**config.mk**
```make
export PLATFORM = sky130hd
export DESIGN_NAME = mul_seq
export DESIGN_NICKNAME = d
export VERILOG_FILES = /design/src/rtl/sparc_pkg.sv /design/src/rtl/mul_step.sv /design/src/rtl/mul_seq.sv
export SDC_FILE = /design/constraint.sdc
export NUM_CORES = 1
export LEC_CHECK = 0
export CAP_MARGIN = 20
export CELL_PAD_IN_SITES_DETAIL_PLACEMENT = 1
export CELL_PAD_IN_SITES_GLOBAL_PLACEMENT = 1
export CORE_ASPECT_RATIO = 0.9
export CORE_MARGIN = 1.5
export CORE_UTILIZATION = 35
export CTS_CLUSTER_DIAMETER = 100
export DETAILED_ROUTE_END_ITERATION = 10
export GPL_ROUTABILITY_DRIVEN = 0
export PLACE_DENSITY = 0.72
export RECOVER_POWER = 50
export SLEW_MARGIN = 10
export SYNTH_ARGS = -nofsm -noshare
export SYNTH_HDL_FRONTEND = slang
export SYNTH_HIERARCHICAL = 1
export SYNTH_SLANG_ARGS = --single-unit
```
**constraint.sdc**
```tcl
create_clock -name clk -period 15.63 [get_ports clk]
set_clock_uncertainty 0.1 [all_clocks]
set_input_delay 3.126 -clock clk [delete_from_list [all_inputs] [get_ports clk]]
set_output_delay 3.126 -clock clk [all_outputs]
set_load 0.01 [all_outputs]
```
**src/rtl/sparc_pkg.sv**
```systemverilog
`default_nettype none
// ============================================================================
// Module : sparc_pkg
// Brief  : Shared SPARC integer-unit encodings: multiply FSM states, opcodes.
// Rev    : 1.0  initial release
// ============================================================================
package sparc_pkg;

    typedef enum logic [1:0] {
        S_IDLE = 2'd0,
        S_RUN  = 2'd1,
        S_FIX  = 2'd2,
        S_DONE = 2'd3
    } mul_state_t;

    localparam logic [5:0] OP_UMUL   = 6'h0A;
    localparam logic [5:0] OP_SMUL   = 6'h0B;
    localparam logic [5:0] OP_UMULCC = 6'h1A;
    localparam logic [5:0] OP_SMULCC = 6'h1B;

endpackage
`default_nettype wire

```
**src/rtl/mul_step.sv**
```systemverilog
`default_nettype none
// ============================================================================
// Module : mul_step
// Brief  : One radix-2 shift-add iteration on the {acc, mag_b} product word.
// Rev    : 1.0  initial release
// ============================================================================
module mul_step #(
    parameter int WIDTH = 32
) (
    input  logic [2*WIDTH-1:0] prod_in,
    input  logic [WIDTH-1:0]   mag_a,
    output logic [2*WIDTH-1:0] prod_out
);

    logic [WIDTH:0] sum;

    // The add carry becomes the new MSB as the whole word shifts right.
    always_comb begin
        sum      = {1'b0, prod_in[2*WIDTH-1:WIDTH]}
                 + (prod_in[0] ? {1'b0, mag_a} : {(WIDTH+1){1'b0}});
        prod_out = {sum, prod_in[WIDTH-1:1]};
    end

endmodule
`default_nettype wire

```
**src/rtl/mul_seq.sv**
```systemverilog
`default_nettype none
// ============================================================================
// Module : mul_seq
// Brief  : Fixed-latency shift-add multiply sequencer (UMUL/SMUL[cc]).
//          Optional icc generation enabled by macro MUL_ICC_EN.
// Rev    : 1.0  initial release
// ============================================================================
module mul_seq
    import sparc_pkg::*;
#(
    parameter int WIDTH = 32
) (
    input  logic             clk,
    input  logic             reset,
    input  logic             start,
    input  logic             is_signed,
    input  logic             set_cc,
    input  logic [WIDTH-1:0] a,
    input  logic [WIDTH-1:0] b,
    output logic             busy,
    output logic             done,
    output logic [WIDTH-1:0] res,
    output logic [WIDTH-1:0] y_out,
    output logic             y_we,
    output logic             N,
    output logic             Z,
    output logic             V,
    output logic             C,
    output logic             icc_we
);

    localparam int CW = $clog2(WIDTH);

    mul_state_t         state, state_next;
    logic [CW-1:0]      count;
    logic [WIDTH-1:0]   mag_a;
    logic [2*WIDTH-1:0] prod, prod_step;
    logic               neg;
    logic               accept;

    // busy still covers the done cycle, so a start there is ignored too.
    assign accept = (state == S_IDLE) && start && !busy;
    assign y_we   = done;

    mul_step #(.WIDTH(WIDTH)) u_step (
        .prod_in  (prod),
        .mag_a    (mag_a),
        .prod_out (prod_step)
    );

    always_ff @(posedge clk or posedge reset) begin
        if (reset) state <= S_IDLE;
        else       state <= state_next;
    end

    always_comb begin
        state_next = state;
        case (state)
            S_IDLE:  if (accept) state_next = S_RUN;
            S_RUN:   if (count == CW'(WIDTH-1)) state_next = S_FIX;
            S_FIX:   state_next = S_DONE;
            S_DONE:  state_next = S_IDLE;
            default: state_next = S_IDLE;
        endcase
    end

    always_ff @(posedge clk or posedge reset) begin
        if (reset) begin
            busy  <= 1'b0;
            done  <= 1'b0;
            res   <= '0;
            y_out <= '0;
            count <= '0;
            mag_a <= '0;
            prod  <= '0;
            neg   <= 1'b0;
        end else begin
            busy <= accept || (state != S_IDLE);
            done <= (state == S_DONE);
            case (state)
                S_IDLE: if (accept) begin
                    mag_a <= (is_signed && a[WIDTH-1]) ? -a : a;
                    prod  <= {{WIDTH{1'b0}}, ((is_signed && b[WIDTH-1]) ? -b : b)};
                    neg   <= is_signed && (a[WIDTH-1] ^ b[WIDTH-1]);
                    count <= '0;
                end
                S_RUN: begin
                    prod  <= prod_step;
                    count <= count + 1'b1;
                end
                S_FIX:  if (neg) prod <= -prod;
                S_DONE: begin
                    res   <= prod[WIDTH-1:0];
                    y_out <= prod[2*WIDTH-1:WIDTH];
                end
                default: ;
            endcase
        end
    end

`ifdef MUL_ICC_EN
    logic cc_req;

    always_ff @(posedge clk or posedge reset) begin
        if (reset) begin
            cc_req <= 1'b0;
            icc_we <= 1'b0;
            N      <= 1'b0;
            Z      <= 1'b0;
        end else begin
            if (accept) cc_req <= set_cc;
            icc_we <= (state == S_DONE) && cc_req;
            if ((state == S_DONE) && cc_req) begin
                N <= prod[WIDTH-1];
                Z <= (prod[WIDTH-1:0] == '0);
            end
        end
    end

    assign V = 1'b0;
    assign C = 1'b0;
`else
    logic unused_set_cc;

    assign unused_set_cc = set_cc;
    assign icc_we = 1'b0;
    assign N      = 1'b0;
    assign Z      = 1'b0;
    assign V      = 1'b0;
    assign C      = 1'b0;
`endif

endmodule
`default_nettype wire

```
Word level (Yosys, flattened, before mapping)
Index checks and enable logic that the tools add are counted.
{"block": "totals", "reg_bits": 170}
{"block": "classes", "muxes": 11, "n_eq_ne": 7, "n_reduce_logical": 15, "add_sub_neg": 5, "bitwise": 1}
{"operator": "case mux 64 bit (3 select lines)", "n": 1}
{"operator": "2-to-1 mux 64 bit", "n": 2}
{"operator": "2-to-1 mux 32 bit", "n": 3}
{"operator": "negator 32 bit", "n": 2}
{"operator": "negator 64 bit", "n": 1}
{"operator": "adder 32 x 33 -> 33 bit", "n": 1}
{"operator": "case mux 5 bit (2 select lines)", "n": 1}
{"operator": "case mux 2 bit (4 select lines)", "n": 1}
{"operator": "!= test 2 bit, second input constant", "n": 3}
{"operator": "AND reduction 2 bit", "n": 3}
{"operator": "adder 5 x 1 -> 5 bit, second input constant", "n": 1}
{"operator": "equality test 5 bit, second input constant", "n": 1}
{"operator": "logical AND 1 bit", "n": 5}
{"operator": "2-to-1 mux 5 bit", "n": 1}
{"operator": "equality test 2 bit, second input constant", "n": 2}
{"operator": "2-to-1 mux 2 bit", "n": 2}
{"operator": "nonzero test 2 bit", "n": 2}
{"operator": "AND reduction 3 bit", "n": 1}
{"operator": "nonzero test 3 bit", "n": 1}
{"operator": "equality test 2 x 1 -> 1 bit, second input constant", "n": 1}
{"operator": "logical NOT 2 bit", "n": 1}
{"operator": "logical NOT 1 bit", "n": 1}
{"operator": "logical OR 1 bit", "n": 1}
{"operator": "bitwise XOR 1 bit", "n": 1}

Longest topological paths before layout
Gate-level depths: netlist of run 1.
{"block": "logic_depth", "ltp_word": 5, "mapped_depth": 15, "mapped_depth_nobuf": 13}

Modules after synthesis
The synthesis of run 1 kept the hierarchy.
{"mod": "mul_seq", "area_per_inst_um2": 10241.1, "cells_per_inst": 1127, "instances": 1}
{"mod": "mul_step", "area_per_inst_um2": 2187.1, "cells_per_inst": 295, "instances": 1}

Worst setup path before layout of run 1
No wires, ideal clock.
{"block": "synth_timing", "path_kind": "input port to flip-flop", "startpoint": "input b[0]", "endpoint": "register prod[16]", "path_buffers": 0, "t_required_ps": 15443, "path_slack_ps": 10507, "cell_stages": 8, "arrival_time_ps": 4936, "cell_sequence": "inv_1 > ha_1 > nor4b_1 > nand4_1 > or3b_2 > a21oi_1 > o31ai_1 > a22oi_1"}
{"block": "synth_via", "elab_chain_len": 4}
{"element": "from (decl)", "line_no": "mul_seq.sv:19", "text": "input logic [WIDTH-1:0] b,"}
{"element": "negator 32 bit", "line_no": "mul_seq.sv:83", "text": "prod <= {{WIDTH{1'b0}}, ((is_signed && b[WIDTH-1]) ? -b : b)};"}
{"element": "2-to-1 mux 32 bit", "line_no": "mul_seq.sv:83"}
{"element": "2-to-1 mux 64 bit", "line_no": "mul_seq.sv:81", "text": "S_IDLE: if (accept) begin"}
{"element": "case mux 64 bit (3 select lines)", "line_no": "mul_seq.sv:80", "text": "case (state)"}
{"element": "to (signal assigned)", "line_no": "mul_seq.sv:83"}
{"element": "to (signal assigned)", "line_no": "mul_seq.sv:88", "text": "prod <= prod_step;"}
{"element": "to (signal assigned)", "line_no": "mul_seq.sv:91", "text": "S_FIX: if (neg) prod <= -prod;"}
{"element": "to (decl)", "line_no": "mul_seq.sv:37", "text": "logic [2*WIDTH-1:0] prod, prod_step;"}
No other way between the ends. The select of a mux whose other input is x is not followed.
A chain may end at the register's enable or synchronous reset.

==> results_dict.tcl, run 1 <==
set metrics [dict create \
    dr_total_vias 11462 \
    postRouteAntennaNets 0 \
    fmax_ghz 0.142 \
    grt_pass1_wl_mm 66.3 \
    core_area_um2 35100 \
    async_reset_ff_frac 1.00 \
    cp-end-kind "asynchronous set/reset pin" \
    slew_violations 221 \
    r2r_start "prod[0]$_DFFE_PP0P_" \
    cts_resized 0 \
    min_period_over_period 0.451 \
    hp-class "reg2reg" \
    routed_via_density 5.86 \
    drc 0 \
    h-tree-depth 4 \
    drv_cap 3 \
    critPathMaxFanout 98 \
    firstDrtPassIters 5 \
    hold_viol_final 0 \
    startpoint_type "primary input" \
    synth_area_leader_cell "dfrtp_1" \
    clockBufferDepth 2 \
    critPathMaxStageDelay_ns 2.47 \
    r2r_slack_ns 11.79 \
    reg2regPathDepth 14 \
    wirelength_mm 41.2 \
    synth_seq_cells 170 \
    hold_depth 2 \
    cts_root_buffer "clkbuf_16" \
    r2r-end "prod[63]$_DFFE_PP0P_" \
    hold_end "mag_a[15]$_DFFE_PP0P_" \
    synth_cells 1422 \
    place_ws_ns 9.29 \
    path_cells "dlygate4sd3_1 -> clkinvlp_2 -> buf_4" \
    design_area_um2 14500 \
    critPathKind "in2async" \
    avgRoutedWirePerCell_um 21.1 \
    syn2layout_area_growth_pct 16.7 \
    dp_hpwl_mm 29.6 \
    antenna_found_initial 0 \
    clock_latency_ns 0.46 \
    violations "capacitance limit, slew limit" \
    min-delay-start "mag_a[15]$_DFFE_PP0P_" \
    place.port_buffers 134 \
    yosysWarningCount 6 \
    fp.dieH_um 182 \
    period_needed_ns 7.05 \
    die_area_um2 36700 \
    timing.setup.tns_ns 0 \
    cts_num_sinks 170 \
    path_clk_slew_ns 0.06 \
    syn_area_per_cell_um2 8.74 \
    worst_slack_ns 8.58 \
    p_leak_uw 0.00608 \
    cts_tree "built" \
    fill_cells 4038 \
    holdBufCountCts 0 \
    io_pins 141 \
    grt_max_degree 99 \
    rsz0062_at_grt "false" \
    synth_area_um2 12400 \
    cts_setup_buffers 0 \
    die_w_um 202 \
    critPathTopFamily "buffers and inverters" \
    fp-row-count 65 \
    status "finished with violations" \
    worstPathRequired_ns 15.96 \
    drt_iter0_drc 618 \
    placed_cell_area_um2 13900 \
    relSlewSlack -1.99 \
    cellPowerDensity_nw_per_um2 191 \
    tightest_slew_ns 4.45 \
    overflow 0 \
    grt_pass1_vias 11698 \
    synth.top_cell.area_share 0.342 \
    synth-edff-count 0 \
    crit_buf_inv 3 \
    initial_utilization 0.355 \
    ys_seq_area_frac 0.342 \
    setup_violations 0 \
    cts_buffers 17 \
    synthFlopType "dfrtp_1" \
    vdd_drop_max_mv 0.121 \
    grt_usage 0.229 \
    final_net_count 1586 \
    critPathArrivalTime_ns 7.38 \
    yosysUniqueCellTypes 84 \
    hold_slack_ns 0.375 \
    slowest_stage "clkinvlp_2" \
    layout-drive-gt1-share 0.0922 \
    synthTopCellsByArea "dfrtp_1, mux2_2, nand2_1" \
]
-- cell type report --
class / count / area [µm²] / area share
multi-input combinational: 1105 / 7450 / 0.514
timing repair buffer: 148 / 1460 / 0.101
antenna: 1 / 2.50 / 0.000172
tap: 469 / 587 / 0.0404
inverter: 32 / 121 / 0.00837
clock buffer: 21 / 460 / 0.0317
sequential: 170 / 4250 / 0.293
clock inverter: 10 / 168 / 0.0116
-- metrics by stage --
step           total power, µW  utilization  instances
2_1_floorplan             1820            -       1426
3_3_place_gp              2240        0.395       1920
3_5_place_dp              2310        0.395       1921
4_1_cts                   2790        0.413       1952
5_1_grt                   2990        0.414       1955
6_report                  2780        0.414       1956
-- cells in the mapped netlist, types with 5 or more instances --
| library cell | number |
|---|---|
| nor4b_1 | 5 |
| o21a_1 | 6 |
| a221oi_1 | 14 |
| clkbuf_1 | 70 |
| o21ai_1 | 6 |
| nand2b_1 | 10 |
| dfrtp_1 | 170 |
| buf_1 | 5 |
| inv_1 | 32 |
| o31a_1 | 8 |
| o31ai_1 | 34 |
| o21ai_0 | 98 |
| nor3b_1 | 5 |
| mux2_2 | 64 |
| nor3_1 | 41 |
| a22oi_1 | 13 |
| o2bb2ai_1 | 7 |
| nand4_1 | 10 |
| a21o_1 | 29 |
| ha_1 | 42 |
| nand3_1 | 32 |
| nor2_1 | 81 |
| nor2b_1 | 5 |
| and2_1 | 39 |
| and3_1 | 12 |
| or2_2 | 6 |
| buf_4 | 38 |
| nand2_1 | 141 |
| a21oi_1 | 76 |
| o211ai_1 | 9 |
| a211oi_1 | 10 |
| nor4_1 | 35 |
| xnor2_1 | 46 |
| o22ai_1 | 8 |
| or4_1 | 30 |
| o311ai_0 | 8 |
| or3_1 | 21 |
| xor2_1 | 53 |
| a31oi_1 | 16 |
| a211o_1 | 8 |
-- worst reg2reg max path, delay by kind of cell, from the launching register on --
family / cells / cell delay [ns]
AO/OA/AOI/OAI: 9 / 1.99
adder cells (fa/ha/maj): 2 / 0.66
flip-flops: 1 / 0.48
AND/OR/NAND/NOR: 2 / 0.30
buffers and inverters: 1 / 0.21
-- flip-flops by register name, indices dropped and copies added (netlist names) --
signal / cells
count: 5
y_out: 32
busy: 1
state: 2
done: 1
prod: 64
mag_a: 32
res: 32
neg: 1
-- cells in the final DEF (no fill, tap or decap), types with 10 or more instances in the layout --
cell type / synthesis / layout
a31oi_1: 16 / 16
a22oi_1: 13 / 13
and3_1: 12 / 12
clkbuf_16: 0 / 17
a21oi_1: 76 / 76
o21ai_0: 98 / 98
and2_1: 39 / 38
inv_1: 32 / 31
xor2_1: 53 / 53
a221oi_1: 14 / 14
o31ai_1: 34 / 34
or3_1: 21 / 21
nand2_1: 141 / 141
nor4_1: 35 / 35
nand2b_1: 10 / 10
xnor2_1: 46 / 46
nor3_1: 41 / 41
a21o_1: 29 / 29
ha_1: 42 / 42
nand4_1: 10 / 10
buf_4: 38 / 11
dfrtp_1: 170 / 170
nor2_1: 81 / 81
nand3_1: 32 / 32
mux2_2: 64 / 64
clkdlybuf4s50_1: 0 / 101
dlygate4sd3_1: 0 / 33
or4_1: 30 / 30
a211oi_1: 10 / 10
-- worst max path at each step --
| stage | depth (start not counted) | to | start | slack [ns] |
|---|---|---|---|---|
| after floorplan | 1 | busy$_DFF_PP0_ | reset | 7.80 |
| after global placement | 8 | prod[17]$_DFFE_PP0P_ | start | 9.47 |
| after detailed placement | 7 | mag_a[31]$_DFFE_PP0P_ | a[2] | 9.29 |
| after CTS | 7 | mag_a[31]$_DFFE_PP0P_ | a[2] | 9.76 |
| after global routing | 3 | prod[52]$_DFFE_PP0P_ | reset | 7.86 |
| final | 3 | prod[52]$_DFFE_PP0P_ | reset | 8.58 |
-- routing by layer --
layer | vias to the layer above | wire length [µm] | global-route usage
met1 | 5789 | 19300 | 0.316
met3 | 56 | 2120 | 0.0433
met4 | 0 | 1020 | 0.0782
li1 | 5326 | - | -
met2 | 291 | 18800 | 0.358
met5 | - | 0 | 0
-- where the power goes --
part           internal [µW]  switching, µW  total [µW]
Combinational            606            855        1460
Clock                    276            191         467
Sequential               628            220         848
Total                   1510           1270        2780
-- cells by family after synthesis --
family / after synthesis / share of synthesized area
other: 1 / 0.000302
flip-flops: 170 / 0.342
adder cells (fa/ha/maj): 43 / 0.0439
AND/OR/NAND/NOR: 490 / 0.204
buffers and inverters: 151 / 0.0592
AO/OA/AOI/OAI: 402 / 0.221
XOR/XNOR: 99 / 0.0698
multiplexers: 66 / 0.0596
No activity file was read; power rests on OpenSTA's default activity.
==> run 2, diff against run 1 <==
--- a/config.mk
+++ b/config.mk
@@ -14,7 +14,7 @@
 export CTS_CLUSTER_DIAMETER = 100
 export DETAILED_ROUTE_END_ITERATION = 10
 export GPL_ROUTABILITY_DRIVEN = 0
-export PLACE_DENSITY = 0.72
+export PLACE_DENSITY = 0.75
 export RECOVER_POWER = 50
 export SLEW_MARGIN = 10
 export SYNTH_ARGS = -nofsm -noshare
==> constraint.sdc (replaced) <==
create_clock -name clk -period 5.95 [get_ports clk]
set_clock_uncertainty 0.1 [all_clocks]
set_input_delay 1.19 -clock clk [delete_from_list [all_inputs] [get_ports clk]]
set_output_delay 1.19 -clock clk [all_outputs]
set_load 0.01 [all_outputs]
==> run 2 against run 1 <==
Against the previous run: the run still ends with capacitance limit, slew limit left; final area rose by 0.31%; final cell count rose by 0.10%; total power rose to 2.7 times the previous value; sequential power rose to 2.6 times the previous value; combinational power rose to 2.7 times the previous value; die area did not move; clock-buffer cell count fell by 1; highest routed layer unchanged.
==> results_dict.tcl, run 2 (synthesis results as in run 1) <==
set metrics [dict create \
    status "finished with violations" \
    violations "capacitance limit, slew limit" \
    tightest_slew_ns 3.34 \
    power_frac_seq 0.301 \
    critPathTopFamily "buffers and inverters" \
    worstPathRequired_ns 6.45 \
    p_leak_uw 0.00604 \
    dp_hpwl_mm 29.4 \
    final_net_count 1588 \
    firstDrtPassIters 5 \
    critPathKind "in2async" \
    critPathArrivalTime_ns 4.81 \
    overflow 0 \
    grt_pass1_vias 12009 \
    fmax_ghz 0.232 \
    switchingPower_uw 3380 \
    cts_num_sinks 170 \
    largest_reg_flops 64 \
    die_w_um 202 \
    fp.dieH_um 182 \
    avgRoutedWirePerCell_um 21.3 \
    core_area_um2 35100 \
    drc 0 \
    p_int_uw 4020 \
    layout-drive-gt1-share 0.0967 \
    p_sw_frac 0.457 \
    slowest_stage "clkbuf_2" \
    rsz0062_at_grt "false" \
    crit_buf_inv 4 \
    die_area_um2 36700 \
    p_clk_frac 0.170 \
    cts_tree "built" \
    cp-end-kind "asynchronous set/reset pin" \
    finish.utilization 0.415 \
    comb_power_share 0.529 \
    antenna_found_initial 0 \
    dr_total_vias 11497 \
    cts_setup_buffers 0 \
    routed_via_density 5.87 \
    largest-register "prod" \
    drv_cap 3 \
    io_pins 141 \
    hp-class "reg2reg" \
    grt_pass1_wl_mm 66.9 \
    setup_violations 0 \
    most-common-layout-cells "dfrtp_1, nand2_1, clkdlybuf4s50_1" \
    startpoint_type "primary input" \
    min_period_over_period 0.725 \
    grt_usage 0.230 \
    period_needed_ns 4.31 \
    mostFrequentLayoutCell "dfrtp_1" \
    cts_resized 0 \
    cellPowerDensity_nw_per_um2 508 \
    grt_max_degree 106 \
    diodes 0 \
    path_cells "dlygate4sd3_1 -> clkinvlp_2 -> clkbuf_2 -> buf_12" \
    min-delay-start "mag_a[27]$_DFFE_PP0P_" \
    fill_cells 4049 \
    syn2layout_area_growth_pct 17.1 \
    clockBufferDepth 2 \
    fp-row-count 65 \
    h-tree-depth 4 \
    vdd_drop_max_mv 0.312 \
    clock_latency_ns 0.45 \
    critPathLaunch "reset" \
    r2r_start "prod[0]$_DFFE_PP0P_" \
    slew_violations 173 \
    timing.setup.tns_ns 0 \
    critPathMaxFanout 66 \
    postRouteAntennaNets 0 \
    path_clk_slew_ns 0.07 \
    relSlewSlack -1.23 \
    critPathMaxStageDelay_ns 1.43 \
    drt_iter0_drc 788 \
    cts_buffers 17 \
    initial_utilization 0.355 \
    holdBufCountCts 0 \
    place.port_buffers 134 \
    hold_viol_final 0 \
    wirelength_mm 41.8 \
    cts_root_buffer "clkbuf_16" \
]
[run 2: cell types whose count changed in the layout (fill, tap and decap cells not counted), sizes merged, moves of 2 or more]
cell	before	now
clkinv	5	1
dlygate4sd3	33	2
buf	12	14
inv	31	34
clkinvlp	2	5
clkdlybuf4s50	101	132
[run 2: final cells by class]
type | count | area [µm²] | area share
clock buffers | 20 | 467 | 0.0321
repair buffers | 150 | 1480 | 0.102
clock inverters | 12 | 185 | 0.0127
well taps | 469 | 587 | 0.0403
flip-flops and latches | 170 | 4250 | 0.292
inverters | 32 | 121 | 0.00834
multi-input cells | 1105 | 7460 | 0.512
[run 2: final timing paths]
check	endpoint	slack (ns)	cells after the start
setup / recovery	res[19]$_DFFE_PP0P_	1.64	4
hold / removal	mag_a[27]$_DFFE_PP0P_	0.38	2
setup reg to reg	prod[63]$_DFFE_PP0P_	2.25	14
hold reg to reg	mag_a[27]$_DFFE_PP0P_	0.38	2
max in group clk	prod[16]$_DFFE_PP0P_	2.22	10
min in group asynchronous	mag_a[23]$_DFFE_PP0P_	1.60	2
[run 2: power by group through the flow]
| stage | Clock [µW] | Combinational [µW] | Sequential, µW |
|---|---|---|---|
| after floorplan | 0 | 2710 | 2070 |
| after global placement | 0 | 3700 | 2200 |
| after detailed placement | 0 | 3840 | 2230 |
| after CTS | 1280 | 3870 | 2220 |
| after global routing | 1330 | 4280 | 2310 |
| final | 1260 | 3910 | 2230 |
[run 2: worst reg2reg max path, stage by stage, from the launching register on]
cell and delay (ns):
dfrtp_1 0.37, buf_4 0.23, and2_1 0.26, ha_1 0.22, fa_1 0.43, a211o_1 0.35, a211oi_2 0.39, o31ai_2 0.21
a31oi_4 0.27, o211a_1 0.18, o21ai_1 0.08, a21o_1 0.18, nand2_1 0.06, o31ai_1 0.08, a22o_1 0.19
[run 2: metal layers]
metal  vias to the layer above  share of wire  global-route usage
met5                         -              0                   0
met4                         0          0.023              0.0684
met3                        55          0.050              0.0406
met2                       316           0.47               0.374
met1                      5798           0.46               0.311
li1                       5328              -                   -
[run 2: metrics by stage]
step	total power, µW	hold WS (ns)	setup slack, ns	instances	cell area [µm²]
2_1_floorplan	4780	0.342	0.0566	1426	12400
3_3_place_gp	5910	0.360	1.93	1923	13900
3_5_place_dp	6080	0.367	1.84	1923	13900
4_1_cts	7380	0.383	2.16	1955	14500
5_1_grt	7920	0.412	1.11	1958	14600
6_report	7400	0.376	1.64	1958	14600
